[src/rtl/pipe_stage_reg.sv]
// Pipeline stage register with valid/ready handshake, synchronous flush and
// an optional skid buffer enabled by defining PIPE_STAGE_SKID_EN.
module pipe_stage_reg #(
    parameter int unsigned           WIDTH      = 96,
    parameter logic [WIDTH-1:0]      RESET_DATA = '0
) (
    input  logic             clk,
    input  logic             rst,
    input  logic             in_valid,
    output logic             in_ready,
    input  logic [WIDTH-1:0] in_data,
    output logic             out_valid,
    input  logic             out_ready,
    output logic [WIDTH-1:0] out_data,
    input  logic             flush,
    output logic [1:0]       occupancy
);

    logic             main_valid_q, main_valid_d;
    logic [WIDTH-1:0] main_data_q,  main_data_d;
    logic             accept;
    logic             consume;

    assign consume = main_valid_q && out_ready;
    assign accept  = in_valid && in_ready;

`ifdef PIPE_STAGE_SKID_EN
    logic             skid_valid_q, skid_valid_d;
    logic [WIDTH-1:0] skid_data_q,  skid_data_d;
    logic             in_ready_q,   in_ready_d;

    always_comb begin
        // NOTE: every signal gets a default first so no path leaves it unassigned (no latch).
        main_valid_d = main_valid_q;
        main_data_d  = main_data_q;
        skid_valid_d = skid_valid_q;
        skid_data_d  = skid_data_q;
        if (flush) begin
            main_valid_d = 1'b0;
            skid_valid_d = 1'b0;
        end else if (skid_valid_q) begin
            if (consume) begin
                main_data_d  = skid_data_q;
                skid_valid_d = 1'b0;
            end
        end else if (main_valid_q) begin
            if (accept && consume) begin
                main_data_d = in_data;
            end else if (consume) begin
                main_valid_d = 1'b0;
            end else if (accept) begin
                skid_data_d  = in_data;
                skid_valid_d = 1'b1;
            end
        end else if (accept) begin
            main_data_d  = in_data;
            main_valid_d = 1'b1;
        end
        // Registered ready: depends only on next-state skid occupancy, never on out_ready.
        in_ready_d = !skid_valid_d;
    end

    always_ff @(posedge clk or negedge rst) begin
        if (!rst) begin
            skid_valid_q <= 1'b0;
            // NOTE: skid data is reset even though it is qualified by skid_valid,
            // so no X can ever be copied into main.
            skid_data_q  <= '0;
            in_ready_q   <= 1'b1;
        end else begin
            skid_valid_q <= skid_valid_d;
            skid_data_q  <= skid_data_d;
            in_ready_q   <= in_ready_d;
        end
    end

    assign in_ready  = in_ready_q;
    assign occupancy = {1'b0, main_valid_q} + {1'b0, skid_valid_q};
`else
    always_comb begin
        main_valid_d = main_valid_q;
        main_data_d  = main_data_q;
        if (flush) begin
            main_valid_d = 1'b0;
        end else if (accept) begin
            main_data_d  = in_data;
            main_valid_d = 1'b1;
        end else if (consume) begin
            main_valid_d = 1'b0;
        end
    end

    assign in_ready  = !main_valid_q || out_ready;
    assign occupancy = {1'b0, main_valid_q};
`endif

    always_ff @(posedge clk or negedge rst) begin
        if (!rst) begin
            // NOTE: sequential state uses non-blocking assignments only.
            main_valid_q <= 1'b0;
            main_data_q  <= RESET_DATA;
        end else begin
            main_valid_q <= main_valid_d;
            main_data_q  <= main_data_d;
        end
    end

    assign out_valid = main_valid_q;
    assign out_data  = main_data_q;

endmodule

[config.mk]
export PLATFORM = sky130hd
export DESIGN_NAME = pipe_stage_reg
export DESIGN_NICKNAME = d
export VERILOG_FILES = /design/src/rtl/pipe_stage_reg.sv
export SDC_FILE = /design/constraint.sdc
export NUM_CORES = 1
export LEC_CHECK = 0
export BUFFER_PORTS_ARGS = -buffer_cell sky130_fd_sc_hd__buf_2
export CORE_MARGIN = 2
export CORE_UTILIZATION = 40
export DETAILED_ROUTE_END_ITERATION = 7
export PLACE_DENSITY = 0.85
export SLEW_MARGIN = 20
export SYNTH_ARGS = -nofsm -noshare
export SYNTH_HDL_FRONTEND = slang
export SYNTH_SLANG_ARGS = --single-unit
[constraint.sdc]
create_clock -name clk -period 1.64 [get_ports clk]
set_clock_uncertainty 0.2 [all_clocks]
set_input_delay 0.082 -clock clk [delete_from_list [all_inputs] [get_ports clk]]
set_output_delay 0.082 -clock clk [all_outputs]
set_load 0.005 [all_outputs]
==> flow_summary.json, run 1 <==
{
  "die_h_um": 99.44,
  "ir_worst_vdd_uv": 605.0,
  "grt-ovfl-total": 0,
  "cts.sinks": 97,
  "cp_slowest_cell": "dfrtp_1",
  "dp.cells": 512,
  "tns_ns": -11.20,
  "synthXorXnorAreaFrac": 0,
  "clk_pin_slew_ns": 0.09,
  "synth_area_leaders": "dfrtp_1 67%, mux2_2 17%, mux2_1 12%",
  "power.total_mw": 6.395,
  "hold_violations": 0,
  "rsz0062_at_grt": "true",
  "fin_ws_ns": -0.1723,
  "antenna_found_initial": 0,
  "start_kind": "flip-flop",
  "routed_via_density": 4.799,
  "final_cell_mix": "198 x buf_2, 99 x dlygate4sd3_1, 97 x dfrtp_1",
  "cts_tree": "yes",
  "gp_congestion": 0.7345,
  "hold_path_class": "in2async",
  "netlist_instances": 211,
  "dp_hpwl_um": 5849,
  "powerDensity_mw_per_mm2": 948.7,
  "crit_family": "buffers and inverters",
  "path_class": "reg2reg",
  "grt_pass1_wl_um": 19130,
  "firstDrtPassIters": 4,
  "seq_area_frac_synth": 0.6662,
  "final_common_cell": "buf_2",
  "drive_above_1_share": 0.6245,
  "fin_area_mm2": 0.006740,
  "grt_max_degree": 39,
  "synth_mux_area_frac": 0.2967,
  "syn_avg_cell_area_um2": 17.27,
  "synth_top_family_by_area": "multiplexers",
  "cts_max_level": 3,
  "critPathRequiredTime_ns": 1.67,
  "ys_ff_latch": 97,
  "wl_per_cell_um": 19.34,
  "syn2layout_area_growth_pct": 84.99,
  "synth-simple-area-share": 0.009615,
  "path_depth": 6,
  "path_buf_inv": 3,
  "synth-compound-area-share": 0,
  "cp.arrival_ns": 1.84,
  "violations": "setup timing",
  "r2r-start": "out_valid",
  "status": "complete, but fails checks",
  "setup_viol": 96,
  "yosys_warnings": 0,
  "p_leak_nw": 3.384,
  "clk_latency_ns": 0.34,
  "drt_iter0_markers": 65,
  "nets": 634,
  "max_stage_delay_ns": 0.38,
  "antenna_cells": 0,
  "die_w_um": 99.44,
  "wl_um": 12490,
  "ys_types": 11,
  "reg2reg_slack_ns": -0.17,
  "initial_utilization": 0.4158,
  "syn_area_mm2": 0.003643,
  "drc_errors": 0,
  "vias": 3100,
  "instances_no_fill": 646,
  "placed_cell_area_mm2": 0.004785,
  "ant_nets": 0,
  "die_area_mm2": 0.009888,
  "numCtsBuffers": 9,
  "crit_end": "out_data[24]",
  "ioPinCount": 201,
  "first_global_vias": 3552,
  "crit_path_max_fanout": 6,
  "slew_viol_final": 0,
  "reg2regPathDepth": 6,
  "fin_crit_ns": 1.812,
  "io_buffer_count": 199,
  "period_share": 1.105,
  "drv_cap": 0,
  "clockRootBuffer": "clkbuf_8",
  "syn_nets": 312,
  "path_cells": "nor2b_4 -> nor3b_4 -> buf_6 -> buf_12 -> clkbuf_16 -> mux2_2",
  "cp-end-kind": "flip-flop",
  "grt.total_usage": 0.2527,
  "synth-adder-area-share": 0,
  "core_region_area_mm2": 0.008763,
  "synth_largest_area_cell": "dfrtp_1",
  "r2r-end": "out_data[24]",
  "clock.fmax_mhz": 551.8,
  "num-fill-cells": 523,
  "max-clock-path-buffers": 2,
  "num_rows": 34,
  "setup.worst_path.start": "out_valid",
  "netlist.area_leader.share": 0.6662
}
==> per-stage QoR <==
stage | util | setup slack [ns] | hold WS [ns]
after CTS | 0.7540 | -0.1671 | 0.005176
after detailed placement | 0.5460 | -0.1968 | -0.1502
after floorplan | - | -0.08650 | -0.4136
after global placement | 0.5460 | -0.1323 | -0.1566
final | 0.7691 | -0.1723 | 0.006550
after global routing | 0.7691 | -0.2449 | 0.03818
==> synthesized netlist by cell type <==
cell	count
dfrtp_1	97
mux2_2	56
mux2_1	40
buf_2	5
buf_6	4
buf_4	3
nor2_1	2
conb_1	1
inv_1	1
nor2b_2	1
nor3b_4	1
==> what timing repair did <==
action,in CTS,in global routing
buffers inserted,6,1
pin swaps,1,0
cloned,9,3
endpoints found under the setup margin,96,97
endpoints found under the hold margin,194,1
gates resized for setup,101,11
hold buffers,98,2
==> worst min path at each step <==
stage,endpoint,start,cells past startpoint,slack (ns)
2_1_floorplan,out_data[0],rst,0,-0.41
3_3_place_gp,out_data[58],rst,1,-0.16
3_5_place_dp,out_data[58],rst,1,-0.15
4_1_cts,out_data[58],rst,2,0.005
5_1_grt,out_data[60],rst,2,0.04
6_report,out_data[58],rst,2,0.007
==> cell families (layout without fill, tap and decap cells) <==
kind of cell	after synthesis	after routing
buf+inv	13	340
flops	97	97
mux	96	96
other cells	1	1
simple gates	4	4
==> sequential cells by signal, indices dropped and copies added, names as in the netlist <==
signal	flops
out_data	96
out_valid	1
==> layer usage <==
layer / GRT usage / routed length (µm)
met5: 0 / 0
met4: 0.08430 / 330
met3: 0.06184 / 729
met2: 0.4631 / 6609
met1: 0.2880 / 4824
==> power breakdown <==
part           internal (mW)  leakage, nW  switching [mW]
registers               2.80         1.14           0.248
logic                   1.19         2.15           0.607
clock network          0.749       0.0888           0.807
==> final cells by class <==
type / instances / area (µm²) / share of cell area
multi-input cells: 101 / 1473 / 0.2185
well taps: 108 / 135.1 / 0.02005
clock inverters: 4 / 52.55 / 0.007797
repair buffers: 323 / 2504 / 0.3714
clock buffers: 12 / 145.1 / 0.02153
flip-flops and latches: 97 / 2427 / 0.3601
inverters: 1 / 3.754 / 0.0005569
Power figures use the tool's default switching activity.
==> run 2: changes to the inputs <==
- CORE_UTILIZATION: 40 -> 44
- PLACE_DENSITY: 0.85 -> 0.88
- clock period: 1.64 -> 1.9 ns (I/O delays scaled with it)
==> flow_summary.json, run 2 (synthesized netlist as in run 1, its figures left out) <==
{
  "status": "completed",
  "drv_cap": 0,
  "drc_errors": 0,
  "vias": 3010,
  "grt.total_usage": 0.2213,
  "path_class": "reg2reg",
  "clk_latency_ns": 0.34,
  "clockRootBuffer": "clkbuf_8",
  "crit_path_max_fanout": 7,
  "clk_pin_slew_ns": 0.10,
  "grt_max_degree": 86,
  "start_kind": "flip-flop",
  "reg2regPathDepth": 5,
  "num_rows": 33,
  "gp_congestion": 0.7414,
  "cp_slowest_cell": "dfrtp_1",
  "cp.arrival_ns": 1.89,
  "wl_per_cell_um": 17.80,
  "final_cell_mix": "198 x buf_2, 100 x dlygate4sd3_1, 97 x dfrtp_1",
  "hold_violations": 0,
  "reg2reg_slack_ns": 0.03,
  "cts.sinks": 97,
  "syn2layout_area_growth_pct": 66.96,
  "powerDensity_mw_per_mm2": 825.6,
  "instances_no_fill": 631,
  "drt_iter0_markers": 51,
  "drive_above_1_share": 0.5371,
  "initial_utilization": 0.4479,
  "largest_register_ffs": 96,
  "max_stage_delay_ns": 0.40,
  "period_share": 0.9841,
  "hold_slack_ns": 0.1388,
  "clock.fmax_mhz": 534.8,
  "max-clock-path-buffers": 2,
  "dp_hpwl_um": 5748,
  "core_region_area_mm2": 0.008134,
  "grt-ovfl-total": 0,
  "die_w_um": 95,
  "antenna_found_initial": 1,
  "place_ws_ns": 0.02601,
  "path_cells": "nor2b_4 -> nor3b_4 -> buf_12 -> clkbuf_16 -> mux2_2",
  "timing.slew.headroom": 0.6140,
  "fin_area_mm2": 0.006083,
  "ioPinCount": 201,
  "nets": 621,
  "numCtsBuffers": 9,
  "ant_nets": 0,
  "fin_ws_ns": 0.03026,
  "first_global_vias": 3078,
  "placed_cell_area_mm2": 0.004741,
  "firstDrtPassIters": 4,
  "routed_via_density": 4.770,
  "die_area_mm2": 0.009025,
  "final_common_cell": "buf_2",
  "p_leak_nw": 2.928,
  "wl_um": 11230,
  "hold_path_class": "in2async",
  "worst_pin_slew_ns": 0.5771,
  "io_buffer_count": 199,
  "cts_max_level": 3,
  "cp-end-kind": "flip-flop",
  "ir_worst_vdd_uv": 675.2,
  "num-fill-cells": 470,
  "fin_crit_ns": 1.870,
  "grt_pass1_wl_um": 15010,
  "critPathRequiredTime_ns": 1.92,
  "cts_tree": "yes",
  "slew_viol_final": 0,
  "setup_viol": 0,
  "postLayoutCoreUtil": 0.7479,
  "die_h_um": 95,
  "dp.cells": 506
}
-- run 2: path summary, 6_finish.rpt --
kind,endpoint,start
max,out_data[32],out_valid
min in group clk,out_data[79],in_valid
min,out_data[50],rst
max in group asynchronous,out_data[71],rst
max reg2reg,out_data[32],out_valid
min reg2reg,out_data[64],out_data[64]
-- run 2: final cells by class --
cell class                      instances  area [µm²]  area share
Inverter                                1       3.754   0.0006170
Clock buffer                           12       145.1     0.02386
Sequential cell                        97        2427      0.3990
Antenna cell                            1       2.502   0.0004114
Clock inverter                          4       28.78    0.004731
Multi-Input combinational cell        101        1129      0.1855
Tap cell                              105       131.4     0.02160
Timing Repair Buffer                  310        2216      0.3643
-- run 2: report_power, final --
group | internal [mW] | switching, mW | total [mW]
Combinational | 0.737 | 0.478 | 1.21
Clock | 0.514 | 0.697 | 1.21
Sequential | 2.41 | 0.183 | 2.60
Total | 3.66 | 1.36 | 5.02
-- run 2: routing by layer --
layer | wire length, µm | vias to the layer above | global-route usage
met5 | 0 | - | 0
met4 | 244 | 0 | 0.08816
met3 | 790 | 22 | 0.06464
met2 | 5925 | 148 | 0.4119
met1 | 4272 | 1479 | 0.2323
li1 | - | 1361 | -
-- run 2: worst max-delay path: cells and delay by family, from the launching register on --
| family | cells | cell delay, ns |
|---|---|---|
| multiplexers | 1 | 0.34 |
| flip-flops | 1 | 0.40 |
| buffers and inverters | 2 | 0.37 |
| AND/OR/NAND/NOR | 2 | 0.45 |
-- run 2: per-stage QoR --
step	total power [mW]	TNS [ns]
3_3_place_gp	3.524	0
6_report	5.022	0
2_1_floorplan	3.005	0
5_1_grt	5.254	-0.1360
4_1_cts	4.947	0
3_5_place_dp	3.592	0
-- run 2: what timing repair did --
| item | in CTS | in global routing |
|---|---|---|
| hold buffers | 100 | 0 |
| gates resized for setup | 0 | 9 |
| endpoints found under the setup margin | 0 | 53 |
| setup buffers | 0 | 2 |
| hold endpoints to repair | 194 | 0 |
==> run 3: changes to the inputs <==
- clock period: 1.9 -> 2.1 ns (I/O delays scaled with it)
==> flow_summary.json, run 3 (synthesized netlist as in run 1, its figures left out) <==
{
  "ir_worst_vdd_uv": 472.2,
  "grt.total_usage": 0.2145,
  "crit_path_max_fanout": 51,
  "drc_errors": 0,
  "ioPinCount": 201,
  "grt-ovfl-total": 0,
  "hold_violations": 0,
  "cts_max_level": 3,
  "fin_ws_ns": 0.1821,
  "clk_latency_ns": 0.34,
  "gp_congestion": 0.7408,
  "place_ws_ns": 0.2312,
  "tns_ns": 0,
  "vias": 2900,
  "cp-end-kind": "flip-flop",
  "drv_cap": 0,
  "first_global_vias": 3091,
  "cts_resized": 0,
  "routed_via_density": 4.655,
  "die_h_um": 95,
  "placed_cell_area_mm2": 0.004756,
  "grt_pass1_wl_um": 14630,
  "fin_area_mm2": 0.005929,
  "initial_utilization": 0.4479,
  "grt_max_degree": 52,
  "slew_viol_final": 0,
  "setup_viol": 0,
  "final_common_cell": "buf_2",
  "rsz0062_at_grt": "false",
  "clk_pin_slew_ns": 0.09,
  "syn2layout_area_growth_pct": 62.74,
  "firstDrtPassIters": 4,
  "power.total_mw": 4.480,
  "clockRootBuffer": "clkbuf_8",
  "cts_tree": "yes",
  "drt_iter0_markers": 55,
  "p_leak_nw": 2.857,
  "antenna_found_initial": 0,
  "num-fill-cells": 514,
  "num_rows": 33,
  "postLayoutCoreUtil": 0.7290,
  "powerDensity_mw_per_mm2": 755.5,
  "drive_above_1_share": 0.5347,
  "antenna_cells": 0,
  "cts_hold_buf": 99,
  "die_w_um": 95,
  "path_class": "reg2reg",
  "final_cell_mix": "198 x buf_2, 99 x dlygate4sd3_1, 97 x dfrtp_1",
  "numCtsBuffers": 9,
  "clock.fmax_mhz": 521.4,
  "cts.sinks": 97,
  "core_region_area_mm2": 0.008134,
  "critPathRequiredTime_ns": 2.12,
  "ant_nets": 0,
  "io_buffer_count": 199,
  "nets": 614,
  "cts_setup_buffers": 0,
  "hold_slack_ns": 0.02164,
  "dp_hpwl_um": 5996,
  "cp.arrival_ns": 1.94,
  "die_area_mm2": 0.009025,
  "dp.cells": 508,
  "status": "completed",
  "period_share": 0.9133,
  "start_kind": "flip-flop",
  "wl_per_cell_um": 15.54,
  "fin_crit_ns": 1.918,
  "largest_register_ffs": 96,
  "max-clock-path-buffers": 2,
  "hold_path_class": "in2async",
  "wl_um": 9679,
  "instances_no_fill": 623
}
==> run 3: path summary, 6_finish.rpt <==
kind | start | endpoint | slack, ns | cells past startpoint
worst min-delay path | rst | out_data[74] | 0.02 | 2
worst min register to register | out_data[76] | out_data[76] | 0.29 | 1
worst max register to register | out_valid | out_data[16] | 0.18 | 4
min in group clk | out_data[76] | out_data[76] | 0.29 | 1
worst max-delay path | out_valid | out_data[16] | 0.18 | 4
max in group asynchronous | rst | out_data[45] | 1.11 | 3
==> run 3: worst max-delay path: stages, from the launching register on <==
cell and delay [ns]:
dfrtp_1 0.41, nor2b_2 0.20, nor3b_4 0.29, buf_12 0.30, mux2_2 0.39
==> run 3: area by class of cell <==
class | count | area, µm² | area share
clock buffers | 12 | 155.1 | 0.02617
clock inverters | 4 | 27.53 | 0.004642
inverters | 1 | 3.754 | 0.0006330
multi-input cells | 101 | 1120 | 0.1889
flip-flops and latches | 97 | 2427 | 0.4094
well taps | 105 | 131.4 | 0.02216
repair buffers | 303 | 2064 | 0.3482
==> run 3: routing by layer <==
layer	part of all wire	track usage	wire (µm)	vias to the layer above
met5	0	0	0	-
met4	0.016	0.08213	159	0
met3	0.083	0.07103	807	16
met2	0.52	0.3818	5020	135
met1	0.38	0.2369	3692	1409
li1	-	-	-	1340
==> run 3: power breakdown <==
| part | internal, mW | switching, mW | leakage [nW] |
|---|---|---|---|
| Combinational | 0.635 | 0.393 | 1.63 |
| Clock | 0.494 | 0.613 | 0.0846 |
| Sequential | 2.18 | 0.161 | 1.14 |
| Total | 3.31 | 1.17 | 2.86 |
